**config.mk**
```make
export PLATFORM = sky130hd
export DESIGN_NAME = psg_write_arbiter
export DESIGN_NICKNAME = d
export VERILOG_FILES = /design/src/rtl/psg_write_arbiter.sv
export SDC_FILE = /design/constraint.sdc
export NUM_CORES = 1
export LEC_CHECK = 0
export ABC_CLOCK_PERIOD_IN_PS = 6200
export CAP_MARGIN = 25
export CORE_MARGIN = 5
export CORE_UTILIZATION = 50
export CTS_CLUSTER_SIZE = 30
export DETAILED_ROUTE_END_ITERATION = 10
export HOLD_SLACK_MARGIN = 0.06
export PLACE_DENSITY = 0.74
export SYNTH_ARGS = -nofsm -noshare
export SYNTH_HDL_FRONTEND = slang
export SYNTH_SLANG_ARGS = --single-unit
```
**constraint.sdc**
```tcl
create_clock -name CLK -period 6.2 [get_ports CLK]
set_input_delay 0.93 -clock CLK [delete_from_list [all_inputs] [get_ports CLK]]
set_output_delay 0.93 -clock CLK [all_outputs]
set_load 0.02 [all_outputs]
```
**src/rtl/psg_write_arbiter.sv**
```systemverilog
// psg_write_arbiter: shares the PSG byte write port between the 68k bridge
// (port 0) and the Z80 bridge (port 1). Accepted bytes go through a shared
// FIFO and are replayed as single-cycle nWE/nCE strobes paced by PSG READY.
// A tone latch byte locks arbitration to its sender until the matching data
// byte arrives or the lock times out.
module psg_write_arbiter #(
  parameter int FIFO_DEPTH   = 4,
  parameter int LOCK_TIMEOUT = 15
) (
  input  logic                          CLK,
  input  logic                          RST,
  input  logic                          req0_valid,
  input  logic [7:0]                    req0_data,
  output logic                          req0_ready,
  input  logic                          req1_valid,
  input  logic [7:0]                    req1_data,
  output logic                          req1_ready,
  input  logic                          psg_ready,
  output logic                          psg_nWE,
  output logic                          psg_nCE,
  output logic [7:0]                    psg_D,
  output logic [$clog2(FIFO_DEPTH):0]   fifo_count,
  output logic                          busy
);

  localparam int AW = $clog2(FIFO_DEPTH);
  localparam int CW = $clog2(LOCK_TIMEOUT + 1);
  localparam logic [AW:0]   FULL_CNT = (AW + 1)'(FIFO_DEPTH);
  localparam logic [CW-1:0] LT_LAST  = CW'(LOCK_TIMEOUT - 1);

  typedef enum logic [1:0] {IDLE, STROBE, RECOVER} eng_state_e;

  eng_state_e state_q, state_d;

  logic [7:0]    mem_q [FIFO_DEPTH];
  logic [7:0]    mem_d [FIFO_DEPTH];
  logic [AW-1:0] wr_ptr_q, wr_ptr_d;
  logic [AW-1:0] rd_ptr_q, rd_ptr_d;
  logic [AW:0]   count_q, count_d;

  logic          lock_q, lock_d;
  logic          owner_q, owner_d;
  logic [CW-1:0] lock_cnt_q, lock_cnt_d;
  logic          rr_q, rr_d;

  logic          nwe_q, nwe_d;
  logic          nce_q, nce_d;
  logic [7:0]    dout_q, dout_d;

  logic          full, pop, room;
  logic          gnt0, gnt1, push, push_port, is_latch;
  logic [7:0]    push_data;

  assign full = (count_q == FULL_CNT);
  assign pop  = (state_q == IDLE) && (count_q != '0) && psg_ready;
  // A full FIFO can still take a byte when the engine pops in the same cycle.
  assign room = !full || pop;

  // Grant selection: lock owner first, otherwise single requester or round-robin.
  always_comb begin
    gnt0 = 1'b0;
    gnt1 = 1'b0;
    rr_d = rr_q;
    if (room) begin
      if (lock_q) begin
        if (owner_q) gnt1 = req1_valid;
        else         gnt0 = req0_valid;
      end else if (req0_valid && req1_valid) begin
        gnt0 = !rr_q;
        gnt1 = rr_q;
        rr_d = !rr_q;
      end else begin
        gnt0 = req0_valid;
        gnt1 = req1_valid;
      end
    end
  end

  assign req0_ready = gnt0;
  assign req1_ready = gnt1;
  assign push       = gnt0 || gnt1;
  assign push_port  = gnt1;
  assign push_data  = gnt1 ? req1_data : req0_data;
  assign is_latch   = push_data[7] && !push_data[4] && (push_data[6:5] != 2'b11);

  // Pair lock: armed by a tone latch, released by the owner's next byte or timeout.
  always_comb begin
    lock_d     = lock_q;
    owner_d    = owner_q;
    lock_cnt_d = lock_cnt_q;
    if (push && is_latch) begin
      lock_d     = 1'b1;
      owner_d    = push_port;
      lock_cnt_d = '0;
    end else if (lock_q) begin
      if (push) begin
        lock_d     = 1'b0;
        lock_cnt_d = '0;
      end else if (lock_cnt_q == LT_LAST) begin
        lock_d     = 1'b0;
        lock_cnt_d = '0;
      end else begin
        lock_cnt_d = lock_cnt_q + 1'b1;
      end
    end
  end

  // FIFO pointer, occupancy and storage update.
  always_comb begin
    mem_d    = mem_q;
    wr_ptr_d = wr_ptr_q;
    rd_ptr_d = rd_ptr_q;
    count_d  = count_q;
    if (push) begin
      mem_d[wr_ptr_q] = push_data;
      wr_ptr_d        = wr_ptr_q + 1'b1;
    end
    if (pop) rd_ptr_d = rd_ptr_q + 1'b1;
    case ({push, pop})
      2'b10:   count_d = count_q + 1'b1;
      2'b01:   count_d = count_q - 1'b1;
      default: count_d = count_q;
    endcase
  end

  // Write engine next-state logic.
  always_comb begin
    state_d = state_q;
    case (state_q)
      IDLE:    if (pop) state_d = STROBE;
      STROBE:  state_d = RECOVER;
      RECOVER: if (psg_ready) state_d = IDLE;
      default: state_d = IDLE;
    endcase
  end

  // Write engine strobe outputs; data holds until the next pop.
  always_comb begin
    nwe_d  = 1'b1;
    nce_d  = 1'b1;
    dout_d = dout_q;
    if (state_q == IDLE && pop) begin
      nwe_d  = 1'b0;
      nce_d  = 1'b0;
      dout_d = mem_q[rd_ptr_q];
    end
  end

  // State registers with synchronous reset.
  always_ff @(posedge CLK) begin
    if (RST) begin
      state_q    <= IDLE;
      wr_ptr_q   <= '0;
      rd_ptr_q   <= '0;
      count_q    <= '0;
      lock_q     <= 1'b0;
      owner_q    <= 1'b0;
      lock_cnt_q <= '0;
      rr_q       <= 1'b0;
      nwe_q      <= 1'b1;
      nce_q      <= 1'b1;
      dout_q     <= '0;
    end else begin
      state_q    <= state_d;
      wr_ptr_q   <= wr_ptr_d;
      rd_ptr_q   <= rd_ptr_d;
      count_q    <= count_d;
      lock_q     <= lock_d;
      owner_q    <= owner_d;
      lock_cnt_q <= lock_cnt_d;
      rr_q       <= rr_d;
      nwe_q      <= nwe_d;
      nce_q      <= nce_d;
      dout_q     <= dout_d;
    end
  end

  // FIFO storage; contents are discarded on reset through the pointers.
  always_ff @(posedge CLK) begin
    mem_q <= mem_d;
  end

  assign psg_nWE    = nwe_q;
  assign psg_nCE    = nce_q;
  assign psg_D      = dout_q;
  assign fifo_count = count_q;
  assign busy       = (count_q != '0) || (state_q != IDLE);

endmodule

```
# Yosys cells after proc, flatten, opt, wreduce, memory -nomap -nowiden
# Index checks and enable logic that the tools add are counted.
# classes
addsub	5
n_lt_le_gt_ge	3
n_eq_ne	9
n_mux	26
bitwise	3
reduce_logical	21
# op_table
op	count
bitwise mux 32 bit	1
two-way mux 8 bit	4
binary-select mux 8 bit (select 2 bit)	1
demux 8 bit (select 2 bit)	1
two-way mux 1 bit	13
logical AND 1 bit	8
two-way mux 4 bit	2
>= comparator 3 bit, second input constant	2
!= test 2 bit, second input constant	3
NOT 2 -> 3 bit	2
one-hot mux 2 bit (3 select lines)	1
one-hot mux 3 bit (2 select lines)	1
adder 2 x 1 -> 2 bit, second input constant	2
adder 4 x 1 -> 4 bit, second input constant	1
== test 2 x 1 -> 1 bit, second input constant	2
== test 2 bit, second input constant	2
== test 4 bit, second input constant	1
two-way mux 2 bit	2
nonzero test 2 bit	2
adder 3 x 1 -> 3 bit, second input constant	1
== test 3 bit, second input constant	1
logical NOT 1 bit	3
logical OR 1 bit	3
less-than comparator 3 x 1 -> 1 bit, second input constant	1
7 further kinds	7
# word_totals
regBits	57
in_bits	21
elab_cells	81

# Depth between registers and ports, before layout
# logic_depth
word_depth	11
mapped_depth	12

# Least setup slack after synthesis
# OpenSTA, ideal clock, no wires.
# synth_path
path_type	input -> register
start	in psg_ready
end	reg count_q[2], in the netlist fifo_count[2]
t_arrival_ns	3.075
required_time_ns	6.130
setup_slack_ns	3.054
cell_stages	12
path_buffers	3
cell_sequence	or3b_1 -> buf_6 -> or2_1 -> buf_6 -> clkinv_2 -> buf_8 -> ha_1 -> inv_1 -> fa_1 -> xor2_1 -> or3_1 -> a21oi_1
# synth_between
elab_chain_len	6
# synth_rtl
item	line	text
start: declaration	18	input logic psg_ready,
logical AND 1 bit *	55	assign pop = (state_q == IDLE) && (count_q != '0) && psg_ready;
named net pop	50	logic full, pop, room;
logical OR 1 bit	57	assign room = !full || pop;
two-way mux 1 bit	64	if (room) begin
logical OR 1 bit	81	assign push = gnt0 || gnt1;
== test 2 x 1 -> 1 bit or == test 2 bit (tied branches)	119	case ({push, pop})
one-hot mux 3 bit (2 select lines) or nonzero test 2 bit (tied branches)	--	
end signal: assignment	167	count_q <= count_d;
end: declaration	39	logic [AW:0] count_q, count_d;
# The timed path passes the listed nets; every way through them passes the cells marked *.
# A chain may end at the register's enable or synchronous reset.

# Worst setup path after layout
# layout_path
start	in psg_ready
end	out req1_ready
# layout_between
elab_chain_len	3
# layout_rtl
item	line	text
logical AND 1 bit	55	
logical OR 1 bit	57	
two-way mux 1 bit	64	
end: declaration	17	output logic req1_ready,
# Every way passes these cells.

==> results.py <==
metrics = {
    "cts": {
        "cts.clk_slew.worst_paths_ns": 0.05,
        "clockBufferDepth": 2,
        "cts_max_level": 3,
        "tritoncts": "built",
        "numCtsBuffers": 9,
        "numClockSinks": 57,
        "root_buffer": "clkbuf_8",
        "clk_latency_ns": 0.34,
        "cts-resized-gates": 0,
        "hold_buffers": 0,
        "post_cts_buffers": 0,
    },
    "yosys": {
        "synthDominantCellAreaShare_pct": 38.2,
        "ys_seq_area_share_pct": 58.1,
        "synth_edf_count": 32,
        "ys.flop_type": "edfxtp_1",
        "ys_types": 41,
        "synthCells": 204,
        "yosysWarningCount": 0,
        "netlist_top_cells_area": "edfxtp_1 38%, dfxtp_1 20%, mux4_2 7.2%",
        "synth_seq_cells": 57,
        "async_reset_ff_share_pct": 0,
        "yosysTopAreaCell": "edfxtp_1",
        "synthesis.nets": 233,
        "syn_avg_cell_area_um2": 12.3,
        "yosysMostFrequentCell": "edfxtp_1",
        "synth.top_cells.by_count": "32 x edfxtp_1, 28 x nand2_1, 25 x dfxtp_1, 21 x a21oi_1, 14 x nor2_1",
        "netlist_area_mm2": 0.00251,
    },
    "drt": {
        "drt_iter0_markers": 58,
        "avgViaCountPerCell": 5.15,
        "drt_pass1_iterations": 4,
        "routedWlPerCell_um": 15.0,
        "totalWireLength_mm": 4.72,
        "antenna_left": 0,
        "dr_total_vias": 1618,
        "drc_errors": 0,
    },
    "sta": {
        "rsz0062_at_grt": "no",
        "report.final.slew_viol_count": 0,
        "fmax_ghz": 0.267,
        "finClkSkew_ns": 0.00784,
        "worst_slack_ns": 2.45,
        "min_period_ns": 3.75,
        "worstMarginPinSlew_ns": 0.750,
        "relSlewSlack_pct": 49.9,
        "finalHoldViolCount": 0,
        "fin_setup_tns_ns": 0,
        "fin_crit_sh_pct": 60.5,
        "setup_viol": 0,
        "hold-worst-slack_ns": 0.459,
    },
    "placed_design": {
        "post-place-cells": 298,
        "pre_cts_ws_ns": 2.41,
        "gp_congestion": 0.715,
        "numPortBuffers": 36,
        "dp_hpwl_mm": 3.38,
    },
    "die": {
        "chipHeight_um": 80.9,
        "ioPinCount": 37,
        "core_mm2": 0.00482,
        "start_util_pct": 52.2,
        "placementRows": 25,
        "die_w_um": 80.9,
        "die_area_mm2": 0.00655,
    },
    "power": {
        "ir_drop_v": 0.000171,
        "leakage_uw": 0.00108,
        "p_per_area_mw_per_mm2": 376,
    },
    "finish": {
        "finalNonFillerCells": 314,
        "fillers": 399,
        "layout-drive-gt1-share_pct": 11.7,
        "syn_to_final_growth_pct": 21.3,
        "final_nets": 271,
        "diodes": 0,
        "postLayoutCoreUtil_pct": 63.3,
    },
    "global_route": {
        "grt-ovfl-total": 0,
        "grt_pass1_wl_mm": 7.88,
        "grt_pass1_vias": 1610,
        "grt_max_degree": 22,
        "antenna_found_initial": 0,
        "track_usage_pct": 16.7,
    },
    "critical_path": {
        "worstPathMaxFanout": 6,
        "crit_type": "in -> out",
        "crit_arrival_ns": 2.82,
        "cp-start-kind": "primary input",
        "end_kind": "primary output",
        "worstPathRequired_ns": 5.27,
    },
    "outcome": {
        "status": "completed",
    },
    "min_path": {
        "min_path_type": "reg -> reg",
    },
    "run": {
        "maxCapViolations": 0,
    },
}
[placed cells by master (no fill, tap or decap), types with 3 or more instances in the layout]
cell	synthesis	routed
mux2i_1	3	3
xor2_1	4	4
a21oi_1	21	21
nor2_1	14	14
clkdlybuf4s50_1	0	36
clkbuf_1	2	4
mux4_2	8	8
dfxtp_1	25	25
ha_1	7	7
nand2_1	28	28
and2_1	4	4
inv_1	11	11
edfxtp_1	32	32
mux2_2	5	5
nand3_1	3	3
clkbuf_8	0	10
[cell families (layout without fill, tap and decap cells)]
kind of cell / after synthesis / after routing / share of synthesized area [%]
AOI/OAI and AO/OA: 31 / 31 / 7.81
muxes: 18 / 18 / 11.5
and+or+nand+nor: 61 / 61 / 11.2
buffers and inverters: 23 / 66 / 5.02
DFF: 57 / 57 / 58.1
xor gates and xnor gates: 6 / 6 / 2.09
adders and majority gates: 8 / 8 / 4.28
[path summary, 6_finish.rpt]
path,start,cells after the start,slack [ns],end
worst max-delay path,psg_ready,4,2.45,req1_ready
worst max register to register,state_q[1],9,3.45,fifo_count[2]
worst min-delay path,psg_D[1],2,0.46,psg_D[1]
worst min register to register,psg_D[1],2,0.46,psg_D[1]
[per-stage QoR]
step / instance area, um^2 / power [uW]
global placement: 2890 / 867
floorplan: 2510 / 768
detailed placement: 2890 / 875
finish: 3050 / 1150
global route: 3050 / 1220
CTS: 3050 / 1160
[per-layer routing]
metal | part of all wire [%] | GRT usage (%)
met1 | 42 | 19.7
met2 | 52 | 27.7
met3 | 4.7 | 6.65
met4 | 1.2 | 5.57
met5 | 0 | 0
[power breakdown]
part           switching (uW)  total, uW  internal [uW]
Combinational             170        333            163
Clock                     133        286            154
Sequential               52.1        528            476
Total                     355       1150            792
[worst max-delay path, stage by stage]
cell and delay, ns:
clkdlybuf4s50_1 0.47, or3b_1 0.48, a21oi_1 0.28, clkdlybuf4s50_1 0.66
[sequential cells by signal, indices dropped and copies added (netlist names)]
signal and count:
rd_ptr_q 2, wr_ptr_q 2, psg_nCE 1, lock_cnt_q 4, lock_q 1, owner_q 1
mem_q 32, rr_q 1, psg_D 8, state_q 2, fifo_count 3
[area by class of cell]
| class | count | area, um^2 | share of cell area (%) |
|---|---|---|---|
| Clock inverter | 2 | 7.51 | 0.246 |
| Inverter | 13 | 50.0 | 1.64 |
| Multi-Input combinational cell | 124 | 927 | 30.4 |
| Sequential cell | 57 | 1460 | 47.9 |
| Tap cell | 67 | 83.8 | 2.75 |
| Timing Repair Buffer | 37 | 368 | 12.1 |
| Clock buffer | 14 | 153 | 5.00 |
No activity file was read; power rests on OpenSTA's default activity.
